$ cat config.mk
export PLATFORM = sky130hd
export DESIGN_NAME = dphy_hs_tx_sequencer
export DESIGN_NICKNAME = d
export VERILOG_FILES = /design/src/rtl/dphy_pkg.sv /design/src/rtl/dphy_hs_tx_sequencer.sv
export SDC_FILE = /design/constraint.sdc
export NUM_CORES = 1
export LEC_CHECK = 0
export CORE_MARGIN = 10
export CORE_UTILIZATION = 36
export DETAILED_ROUTE_END_ITERATION = 8
export GPL_TIMING_DRIVEN = 0
export MAX_ROUTING_LAYER = met4
export PLACE_DENSITY = 0.86
export SLEW_MARGIN = 10
export SYNTH_ARGS = -nofsm -noshare
export SYNTH_HDL_FRONTEND = slang
export SYNTH_SLANG_ARGS = --single-unit
$ cat constraint.sdc
create_clock -name clk -period 1.75 [get_ports clk]
set_clock_uncertainty 0.15 [all_clocks]
set_input_delay 0.525 -clock clk [delete_from_list [all_inputs] [get_ports clk]]
set_output_delay 0.525 -clock clk [all_outputs]
set_load 0.05 [all_outputs]
$ cat src/rtl/dphy_pkg.sv
// -----------------------------------------------------------------------------
// dphy_pkg
// Shared definitions for the D-PHY HS transmit path.
//   lane_state_e   : externally meaningful lane states (IDLE .. LP_EXIT)
//   timed_phase_e  : sub-phase inside a timer-driven state
//   seq_state_t    : complete sequencer state register (lane state + phase)
//   SYNC_BYTE      : HS leader sync pattern sent after HS-ZERO
//   LP11/LP01/LP00 : low-power line levels, packed as {dp, dn}
// -----------------------------------------------------------------------------
package dphy_pkg;

    typedef enum logic [2:0] {
        ST_IDLE      = 3'd0,
        ST_LP_RQST   = 3'd1,
        ST_LP_BRIDGE = 3'd2,
        ST_HS_ZERO   = 3'd3,
        ST_HS_SYNC   = 3'd4,
        ST_HS_DATA   = 3'd5,
        ST_HS_TRAIL  = 3'd6,
        ST_LP_EXIT   = 3'd7
    } lane_state_e;

    // A timed state spends one cycle with the timer held off (PH_FIRST),
    // then waits for the arming pulse (PH_ARM), then for the terminal
    // pulse (PH_RUN). Untimed states always sit in PH_FIRST.
    typedef enum logic [1:0] {
        PH_FIRST = 2'd0,
        PH_ARM   = 2'd1,
        PH_RUN   = 2'd2
    } timed_phase_e;

    typedef struct packed {
        lane_state_e  st;
        timed_phase_e ph;
    } seq_state_t;

    localparam logic [7:0] SYNC_BYTE = 8'hB8;

    localparam logic [1:0] LP11 = 2'b11;
    localparam logic [1:0] LP01 = 2'b01;
    localparam logic [1:0] LP00 = 2'b00;

    function automatic logic is_timed(input lane_state_e s);
        return s inside {ST_LP_RQST, ST_LP_BRIDGE, ST_HS_ZERO, ST_HS_TRAIL, ST_LP_EXIT};
    endfunction

    // Where a timed state goes once its terminal pulse arrives.
    function automatic lane_state_e timed_successor(input lane_state_e s);
        lane_state_e nxt;
        nxt = ST_IDLE;
        case (s)
            ST_LP_RQST:   nxt = ST_LP_BRIDGE;
            ST_LP_BRIDGE: nxt = ST_HS_ZERO;
            ST_HS_ZERO:   nxt = ST_HS_SYNC;
            ST_HS_TRAIL:  nxt = ST_LP_EXIT;
            default:      nxt = ST_IDLE;
        endcase
        return nxt;
    endfunction

endpackage

$ cat src/rtl/dphy_hs_tx_sequencer.sv
// -----------------------------------------------------------------------------
// dphy_hs_tx_sequencer
// Sequences one D-PHY lane through a complete HS burst:
//   LP-11 -> LP-01 -> LP-00 -> HS-ZERO -> SYNC -> payload -> HS-TRAIL -> LP-11
// Timed states are paced by an external 6-bit reload timer (sibling instance).
//
// Parameters : T_LPX, T_HS_PREPARE, T_HS_ZERO, T_HS_TRAIL, T_HS_EXIT
//              (timer reload values for the five timed states)
// Ports
//   clk, rst      : clock, asynchronous active-high reset
//   hs_req        : start one burst (only looked at in IDLE)
//   tx_data/valid : payload byte stream; tx_valid low in HS_DATA ends packet
//   tx_ready      : payload accept, high only in HS_DATA
//   time_pass     : single-cycle pulse from the timer
//   timer_enable  : timer run enable (low in first cycle of a timed state)
//   timer_reload  : reload value for the current timed state
//   lp_dp, lp_dn  : low-power line levels
//   hs_en,hs_data : HS driver enable and byte to the serializer
//   busy          : high whenever the lane is not IDLE
// -----------------------------------------------------------------------------
module dphy_hs_tx_sequencer
    import dphy_pkg::*;
#(
    parameter logic [5:0] T_LPX        = 6'd4,
    parameter logic [5:0] T_HS_PREPARE = 6'd5,
    parameter logic [5:0] T_HS_ZERO    = 6'd12,
    parameter logic [5:0] T_HS_TRAIL   = 6'd8,
    parameter logic [5:0] T_HS_EXIT    = 6'd10
) (
    input  logic       clk,
    input  logic       rst,
    input  logic       hs_req,
    input  logic [7:0] tx_data,
    input  logic       tx_valid,
    output logic       tx_ready,
    input  logic       time_pass,
    output logic       timer_enable,
    output logic [5:0] timer_reload,
    output logic       lp_dp,
    output logic       lp_dn,
    output logic       hs_en,
    output logic [7:0] hs_data,
    output logic       busy
);

    seq_state_t state_q;
    seq_state_t state_d;
    logic       last_bit_q;
    logic       last_bit_d;
    logic [1:0] lp_level;

    // -------------------------------------------------------------------------
    // State and last_bit registers -- the only storage in this block.
    // -------------------------------------------------------------------------
    // NOTE: sequential state uses non-blocking assignments so every flop
    // samples the pre-edge values of its inputs, regardless of block order.
    always_ff @(posedge clk or posedge rst) begin
        if (rst) begin
            state_q    <= '{st: ST_IDLE, ph: PH_FIRST};
            last_bit_q <= 1'b0;
        end else begin
            state_q    <= state_d;
            last_bit_q <= last_bit_d;
        end
    end

    // -------------------------------------------------------------------------
    // Next-state logic
    // -------------------------------------------------------------------------
    // NOTE: every variable gets a default before the case so no path leaves
    // it unassigned -- that is what keeps this block free of latches.
    always_comb begin
        state_d    = state_q;
        last_bit_d = last_bit_q;

        case (state_q.st)
            ST_IDLE: begin
                if (hs_req) begin
                    state_d = '{st: ST_LP_RQST, ph: PH_FIRST};
                end
            end

            ST_HS_SYNC: begin
                // Trail polarity for an empty packet follows the sync byte.
                last_bit_d = SYNC_BYTE[7];
                state_d    = '{st: ST_HS_DATA, ph: PH_FIRST};
            end

            ST_HS_DATA: begin
                if (tx_valid) begin
                    last_bit_d = tx_data[7];
                end else begin
                    state_d = '{st: ST_HS_TRAIL, ph: PH_FIRST};
                end
            end

            default: begin
                // Timed states. Pulses seen while the timer is still held off
                // (PH_FIRST) are leftovers from the previous state's timer run.
                case (state_q.ph)
                    PH_FIRST: state_d.ph = PH_ARM;
                    PH_ARM: begin
                        if (time_pass) begin
                            state_d.ph = PH_RUN;
                        end
                    end
                    PH_RUN: begin
                        if (time_pass) begin
                            state_d = '{st: timed_successor(state_q.st), ph: PH_FIRST};
                        end
                    end
                    default: state_d = '{st: ST_IDLE, ph: PH_FIRST};
                endcase
            end
        endcase
    end

    // -------------------------------------------------------------------------
    // Output decode from state, last_bit and tx_data
    // -------------------------------------------------------------------------
    always_comb begin
        lp_level     = LP11;
        hs_en        = 1'b0;
        hs_data      = 8'h00;
        tx_ready     = 1'b0;
        timer_reload = 6'd0;

        case (state_q.st)
            ST_LP_RQST: begin
                lp_level     = LP01;
                timer_reload = T_LPX;
            end
            ST_LP_BRIDGE: begin
                lp_level     = LP00;
                timer_reload = T_HS_PREPARE;
            end
            ST_HS_ZERO: begin
                lp_level     = LP00;
                hs_en        = 1'b1;
                timer_reload = T_HS_ZERO;
            end
            ST_HS_SYNC: begin
                lp_level = LP00;
                hs_en    = 1'b1;
                hs_data  = SYNC_BYTE;
            end
            ST_HS_DATA: begin
                lp_level = LP00;
                hs_en    = 1'b1;
                tx_ready = 1'b1;
                hs_data  = tx_data;
            end
            ST_HS_TRAIL: begin
                // Trail holds the inverse of the last transmitted bit.
                lp_level     = LP00;
                hs_en        = 1'b1;
                hs_data      = {8{~last_bit_q}};
                timer_reload = T_HS_TRAIL;
            end
            ST_LP_EXIT: begin
                lp_level     = LP11;
                timer_reload = T_HS_EXIT;
            end
            default: begin
                lp_level = LP11;
            end
        endcase
    end

    assign {lp_dp, lp_dn} = lp_level;
    assign timer_enable   = is_timed(state_q.st) && (state_q.ph != PH_FIRST);
    assign busy           = (state_q.st != ST_IDLE);

endmodule
==> results of run 1 <==
==> repair_timing <==
item | CTS
hold endpoints to repair | 0
endpoints found under the setup margin | 18
gates resized for setup | 152
buffers inserted | 13
pin swaps | 13
cloned | 1
==> logic make-up after synthesis <==
family	Yosys count	share of synthesized area (%)
and+or+nand+nor	29	25.4
AOI/OAI and AO/OA	26	30.1
buffers and inverters	15	13.8
DFF	6	26.7
xor gates and xnor gates	1	1.56
muxes	1	1.78
other	1	0.668
==> per-stage QoR <==
step	instance area (sq um)	hold slack (ns)	utilization (%)	TNS, ns
2_1_floorplan	808	0.166	-	-0.939
3_3_place_gp	1130	0.397	75.8	-14.34
3_5_place_dp	1130	0.409	75.8	-14.73
4_1_cts	1410	0.328	94.4	-4.95
==> flow_metrics.py, run 1 <==
metrics = {
    "status": {
        "status": "aborted with a tool error",
        "haltStage": "global routing (5_1_grt)",
        "error": "[ERROR DPL-0038] Utilization greater than 100%, impossible to legalize",
    },
    "synthesis": {
        "syn_area_sq_um": 562,
        "synth-seq-cells": 6,
        "netlist_instances": 79,
        "avgSynthCellArea_sq_um": 7.11,
        "synthTopCellsByArea": "dfrtp_1 27%, a21oi_1 9.8%, nand2_1 5.3%, nor2_1 5.3%, buf_4 4.0%",
        "yosysUniqueCellTypes": 32,
        "synthTopCellsByCount": "11 x a21oi_1, 8 x nand2_1, 8 x nor2_1, 6 x dfrtp_1, 5 x inv_1",
        "yosysMostFrequentCell": "a21oi_1",
        "yosysWarnings": 0,
        "synth_top_area_share_pct": 26.7,
        "synthArstFlopShare_pct": 100,
        "ys.flop_type": "dfrtp_1",
        "synth_edf_count": 0,
        "yosysSeqAreaShare_pct": 26.7,
        "yosysTopAreaCell": "dfrtp_1",
    },
    "die": {
        "die_width_microns": 59.5,
        "start_util_pct": 37.7,
        "ioPinCount": 33,
        "row_count": 14,
        "die_y_microns": 59.5,
    },
    "placement": {
        "dp.cells": 126,
        "port_buffers": 30,
        "place_congestion": 0.795,
        "dp_slack_ns": -1.05,
        "dp_hpwl_microns": 1620,
    },
    "clock_network": {
        "cts-root-buf": "clkbuf_4",
        "ctsHoldBuffers": 0,
        "h-tree-depth": 1,
        "cts_max_path_buffers": 2,
        "cts.sinks": 6,
        "cts_buffers": 3,
    },
    "timing": {
        "endpoint_type": "output port",
        "crit_endpoint": "hs_data[2]",
    },
    "grt": {
        "grt_max_degree": 11,
    },
}
==> run 2: changes to the inputs <==
CORE_AREA = 10 10 71 73   (was not set)
CORE_MARGIN = not set   (was 10)
CORE_UTILIZATION = not set   (was 36)
DIE_AREA = 0 0 81 83   (was not set)
MAX_ROUTING_LAYER = not set   (was met4)
PLACE_DENSITY = not set   (was 0.86)
PLACE_DENSITY_LB_ADDON = 0.15   (was not set)
==> run 2 against run 1 <==
Effect of this change:
- the flow now finishes, with violations (setup timing)
- synthesized cell count unchanged
- area after synthesis unchanged
==> flow_metrics.py, run 2 <==
metrics = {
    "cells_and_area": {
        "final_common_cell": "buf_6",
        "seqCellArea_sq_um": 153,
        "mostFrequentLayoutCells": "16 x buf_6, 11 x buf_4, 11 x buf_8, 10 x a21oi_4",
        "n_fill_cell": 349,
        "multi_input_area_sq_um": 667,
        "drive_gt1_share_pct": 70.1,
        "n_antenna_cell": 0,
        "nNetsFinal": 149,
        "largest-register": "state_q",
        "largest_register_ffs": 5,
        "largestRegisters": "state_q x5, last_bit_q x1",
        "area_growth_pct": 200,
    },
    "hold_path": {
        "hp-class": "input pin to asynchronous set/reset pin",
    },
    "synthesis": {
        "synthArstFlopShare_pct": 100,
        "synth_edf_count": 0,
        "netlist_instances": 79,
        "yosysSeqAreaShare_pct": 26.7,
        "synthTopCellsByArea": "dfrtp_1 27%, a21oi_1 9.8%, nand2_1 5.3%, nor2_1 5.3%, buf_4 4.0%",
        "synthTopCellsByCount": "11 x a21oi_1, 8 x nand2_1, 8 x nor2_1, 6 x dfrtp_1, 5 x inv_1",
        "yosysWarnings": 0,
        "syn_area_sq_um": 562,
        "yosysMostFrequentCell": "a21oi_1",
        "synth_top_area_share_pct": 26.7,
        "yosysTopAreaCell": "dfrtp_1",
        "yosysUniqueCellTypes": 32,
        "ys.flop_type": "dfrtp_1",
        "synth-seq-cells": 6,
        "avgSynthCellArea_sq_um": 7.11,
    },
    "timing": {
        "slew_viol_final": 0,
        "fin_crit_ns": 2.08,
        "setup_viol": 18,
        "fmax_ghz": 0.480,
        "rsz0062_at_grt": "yes",
        "min_period_over_period_pct": 119,
        "hold_viol": 0,
        "timing.final.ws_setup_ns": -0.333,
    },
    "grt": {
        "gr-total-overflow": 0,
        "grt_pass1_vias": 808,
        "antenna_found_initial": 0,
        "grt_pass1_wl_microns": 3970,
        "grt_max_degree": 10,
        "grt_usage_pct": 7.28,
    },
    "die": {
        "die_width_microns": 81,
        "row_count": 22,
        "start_util_pct": 15.5,
        "die_y_microns": 83,
        "core_area_sq_mm": 0.00363,
        "dieArea_sq_mm": 0.00672,
        "ioPinCount": 33,
    },
    "placement": {
        "dp_hpwl_microns": 1770,
        "dp_slack_ns": -1.10,
        "place_congestion": 0.712,
        "port_buffers": 30,
    },
    "route": {
        "antenna_left": 0,
        "drt_wl_total_microns": 2530,
        "firstDrtPassIters": 3,
        "post_drt_wl_per_cell_microns": 13.9,
        "initialDrtViolationCount": 13,
        "viasPerCell": 4.22,
        "drc": 0,
        "num_vias": 768,
    },
    "clock_network": {
        "ctsHoldBuffers": 0,
        "clk_pin_slew_ns": 0.03,
        "cts_max_path_buffers": 2,
        "cts_buffers": 3,
        "cts-root-buf": "clkbuf_8",
        "h-tree-depth": 1,
        "clk_latency_ns": 0.22,
        "cts_tree": "yes",
        "cts.sinks": 6,
    },
    "worst_setup_path": {
        "path_class": "register to output port",
        "cpMostUsedCell": "nor2_4",
        "crit_chain": "buf_12 -> nor2_4 -> buf_12 -> nor2_4 -> nor2_4 -> buf_8",
        "critPathCaptureType": "output port",
        "crit_required_ns": 1.07,
        "crit_path_top_delay_cell": "dfrtp_2",
        "slowest_delay_ns": 0.44,
        "arrival_ns": 1.41,
        "path_max_fanout": 6,
        "start_kind": "register",
    },
    "status": {
        "status": "finished with violations",
        "violations": "setup timing",
    },
    "job": {
        "drv_cap": 0,
    },
}
run 2: layout make-up:
class,count,share of cell area [%]
inverter,8,2.90
multi-input combinational,59,39.6
timing repair buffer,52,36.8
clock buffer,3,2.45
sequential,6,9.06
buffer,6,5.64
tap,48,3.56
run 2: logic make-up after synthesis:
family | after synthesis | synth area share (%)
compound gates | 26 | 30.1
buf+inv | 15 | 13.8
mux | 1 | 1.78
simple gates | 29 | 25.4
xor+xnor | 1 | 1.56
other cells | 1 | 0.668
flops | 6 | 26.7
run 2: timing repair:
action / 4_1_cts / 5_1_grt
gates cloned: 1 / 0
gates resized for setup: 168 / 16
buffers inserted: 18 / 3
pin swaps: 17 / 8
setup endpoints to repair: 18 / 21
run 2: per-layer routing:
layer  up-vias  part of all wire, %  GRT usage, %
li1        379                    -             -
met1       371                   39          8.31
met2        18                   57          12.8
met3         0                  4.4          1.94
met4         0                    0          1.88
met5         -                    0             0
run 2: path summary, 6_finish.rpt:
kind                            start         end  slack [ns]  cells after the start
max                        state_q[2]  hs_data[7]       -0.33                      6
min                               rst  state_q[4]        0.37                      2
max reg2reg                state_q[4]  state_q[2]        0.01                      7
min reg2reg                state_q[1]  state_q[1]        0.45                      1
max in group asynchronous         rst  state_q[2]        0.88                      2
min in group clk           state_q[1]  state_q[1]        0.45                      1
run 2: metrics by stage:
| stage | instance area [sq um] | TNS, ns | utilization (%) | hold slack [ns] | instances |
|---|---|---|---|---|---|
| 6_report | 1690 | -4.51 | 46.4 | 0.369 | 182 |
| 5_1_grt | 1690 | -5.58 | 46.4 | 0.401 | 182 |
| 4_1_cts | 1600 | -4.48 | 44.0 | 0.377 | 180 |
| 3_5_place_dp | 1170 | -14.93 | 32.2 | 0.444 | 158 |
| 3_3_place_gp | 1170 | -14.88 | 32.2 | 0.431 | 158 |
| 2_1_floorplan | 808 | -0.939 | - | 0.166 | 80 |
run 2: critical path, delay by kind of cell (launching register included):
kind / cells / cell delay (ns)
AND/OR/NAND/NOR: 3 / 0.29
flip-flops: 1 / 0.44
buffers and inverters: 3 / 0.45
Power of run 2 is left out: the tool's default activity adds up to more than one toggle a clock period on the data nets, which glitch-free logic cannot reach.
==> run 3: changes to the inputs <==
CELL_PAD_IN_SITES_DETAIL_PLACEMENT = 0   (was not set)
CELL_PAD_IN_SITES_GLOBAL_PLACEMENT = 1   (was not set)
clock period = 1.91 ns   (was 1.75 ns; I/O delays follow)
==> run 3 against run 2 <==
Effect of this change:
- critical path depth down 1
- worst hold slack better by 0.046 ns
- critical path type unchanged
- final area down 4.7%
- the run still ends with setup timing left
- cell count down 1.1%
- sequential share of layout area up 0.44 points
==> flow_metrics.py, run 3 (synthesis gave the netlist of run 2 again) <==
metrics = {
    "grt": {
        "met3_usage_pct": 2.16,
        "met2_usage_pct": 13.8,
        "grt_pass1_vias": 769,
        "grt_max_degree": 11,
        "top_usage_layer": "met2",
        "gr-total-overflow": 0,
        "grt_util_met1_pct": 7.50,
        "antenna_found_initial": 0,
        "grt_pass1_wl_microns": 4020,
        "grt_usage_pct": 7.47,
    },
    "cells_and_area": {
        "largestRegisters": "state_q x5, last_bit_q x1",
        "largest_register_ffs": 5,
        "drive_gt1_share_pct": 68.9,
        "n_antenna_cell": 0,
        "n_fill_cell": 359,
        "mostFrequentLayoutCells": "16 x buf_6, 12 x buf_4, 10 x a21oi_4, 8 x dlygate4sd2_1, 8 x buf_8",
        "utilization_pct": 44.2,
        "final_common_cell": "buf_6",
        "area_growth_pct": 186,
        "largest-register": "state_q",
        "nNetsFinal": 147,
        "layout.cells.non_filler": 180,
    },
    "die": {
        "die_y_microns": 83,
        "start_util_pct": 15.5,
        "row_count": 22,
        "core_area_sq_mm": 0.00363,
        "die_width_microns": 81,
        "dieArea_sq_mm": 0.00672,
        "ioPinCount": 33,
    },
    "worst_setup_path": {
        "cp-endpoint": "hs_data[0]",
        "path_class": "register to output port",
        "crit_required_ns": 1.19,
        "slowest_delay_ns": 0.45,
        "r2r-start": "state_q[4]",
        "start_kind": "register",
        "cp_top_family": "flip-flops",
        "critPathCaptureType": "output port",
        "critPathLaunch": "state_q[2]",
        "crit_chain": "buf_12 -> nor2_4 -> nand2_4 -> a21oi_4 -> buf_6",
        "crit_cells": 5,
        "arrival_ns": 1.40,
        "reg2reg_to": "state_q[2]",
        "critPathBufInv": 2,
        "path_max_fanout": 6,
        "crit_path_top_delay_cell": "dfrtp_2",
        "reg2reg_depth": 6,
        "rrSetupSlack_ns": 0.27,
    },
    "timing": {
        "timing.final.ws_setup_ns": -0.212,
        "fin_tns_setup_ns": -2.56,
        "fmax_ghz": 0.471,
        "setup_viol": 17,
        "hold_viol": 0,
        "slew_viol_final": 0,
        "fin_crit_ns": 2.12,
        "rsz0062_at_grt": "yes",
        "min_period_over_period_pct": 111,
        "fin_hold_ws_ns": 0.415,
    },
    "clock_network": {
        "cts.sinks": 6,
        "cts_buffers": 3,
        "cts_tree": "yes",
        "h-tree-depth": 1,
        "clk_latency_ns": 0.22,
        "clk_pin_slew_ns": 0.04,
        "cts_max_path_buffers": 2,
        "cts-root-buf": "clkbuf_8",
    },
    "job": {
        "drv_cap": 0,
    },
    "status": {
        "status": "finished with violations",
        "violations": "setup timing",
    },
    "route": {
        "drt_wl_total_microns": 2460,
        "drc": 0,
        "initialDrtViolationCount": 13,
        "antenna_left": 0,
        "viasPerCell": 4.23,
        "firstDrtPassIters": 4,
        "post_drt_wl_per_cell_microns": 13.6,
        "num_vias": 762,
    },
    "hold_path": {
        "hp-class": "input pin to asynchronous set/reset pin",
    },
    "placement": {
        "place_congestion": 0.671,
        "dp_hpwl_microns": 1750,
        "dp.cells": 158,
        "port_buffers": 30,
    },
}
## run 3: area by class of cell
class / count / area [sq um] / share of cell area [%]
tap: 48 / 60.1 / 3.74
clock buffer: 3 / 41.3 / 2.57
multi-input combinational: 59 / 613 / 38.2
buffer: 6 / 95.1 / 5.92
inverter: 8 / 66.3 / 4.13
timing repair buffer: 50 / 578 / 36.0
sequential: 6 / 153 / 9.50
## run 3: repair_timing
item / CTS / global route
cloned: 1 / 0
pin swaps: 15 / 11
setup buffers: 9 / 11
gates resized for setup: 185 / 15
hold buffers: 0 / 0
endpoints found under the setup margin: 18 / 18
## run 3: layer usage
metal,part of all wire [%],vias up
met5,0,-
met4,1.5,0
met3,6.3,4
met2,56,19
met1,37,362
li1,-,377
## run 3: worst reg2reg max path, stage by stage (launching register included)
cell and delay (ns):
dfrtp_1 0.39, buf_12 0.15, buf_6 0.13, nor4_2 0.30, a31oi_2 0.11, o21ai_2 0.11
mux2i_1 0.22
## run 3: how the worst min path moves through the flow
stage | from | slack (ns) | depth (start not counted) | end
after floorplan | rst | 0.21 | 1 | last_bit_q
after global placement | last_bit_q | 0.39 | 2 | last_bit_q
after detailed placement | last_bit_q | 0.38 | 2 | last_bit_q
after CTS | last_bit_q | 0.41 | 2 | last_bit_q
after global routing | rst | 0.44 | 2 | state_q[4]
final | rst | 0.42 | 2 | last_bit_q
## run 3: per-stage QoR
stage          setup slack, ns  area, sq um
2_1_floorplan           -0.126          718
3_3_place_gp             -1.01         1080
3_5_place_dp             -1.02         1080
4_1_cts                 -0.236         1460
5_1_grt                 -0.255         1610
6_report                -0.212         1610
Power of run 3 is left out for the same reason.
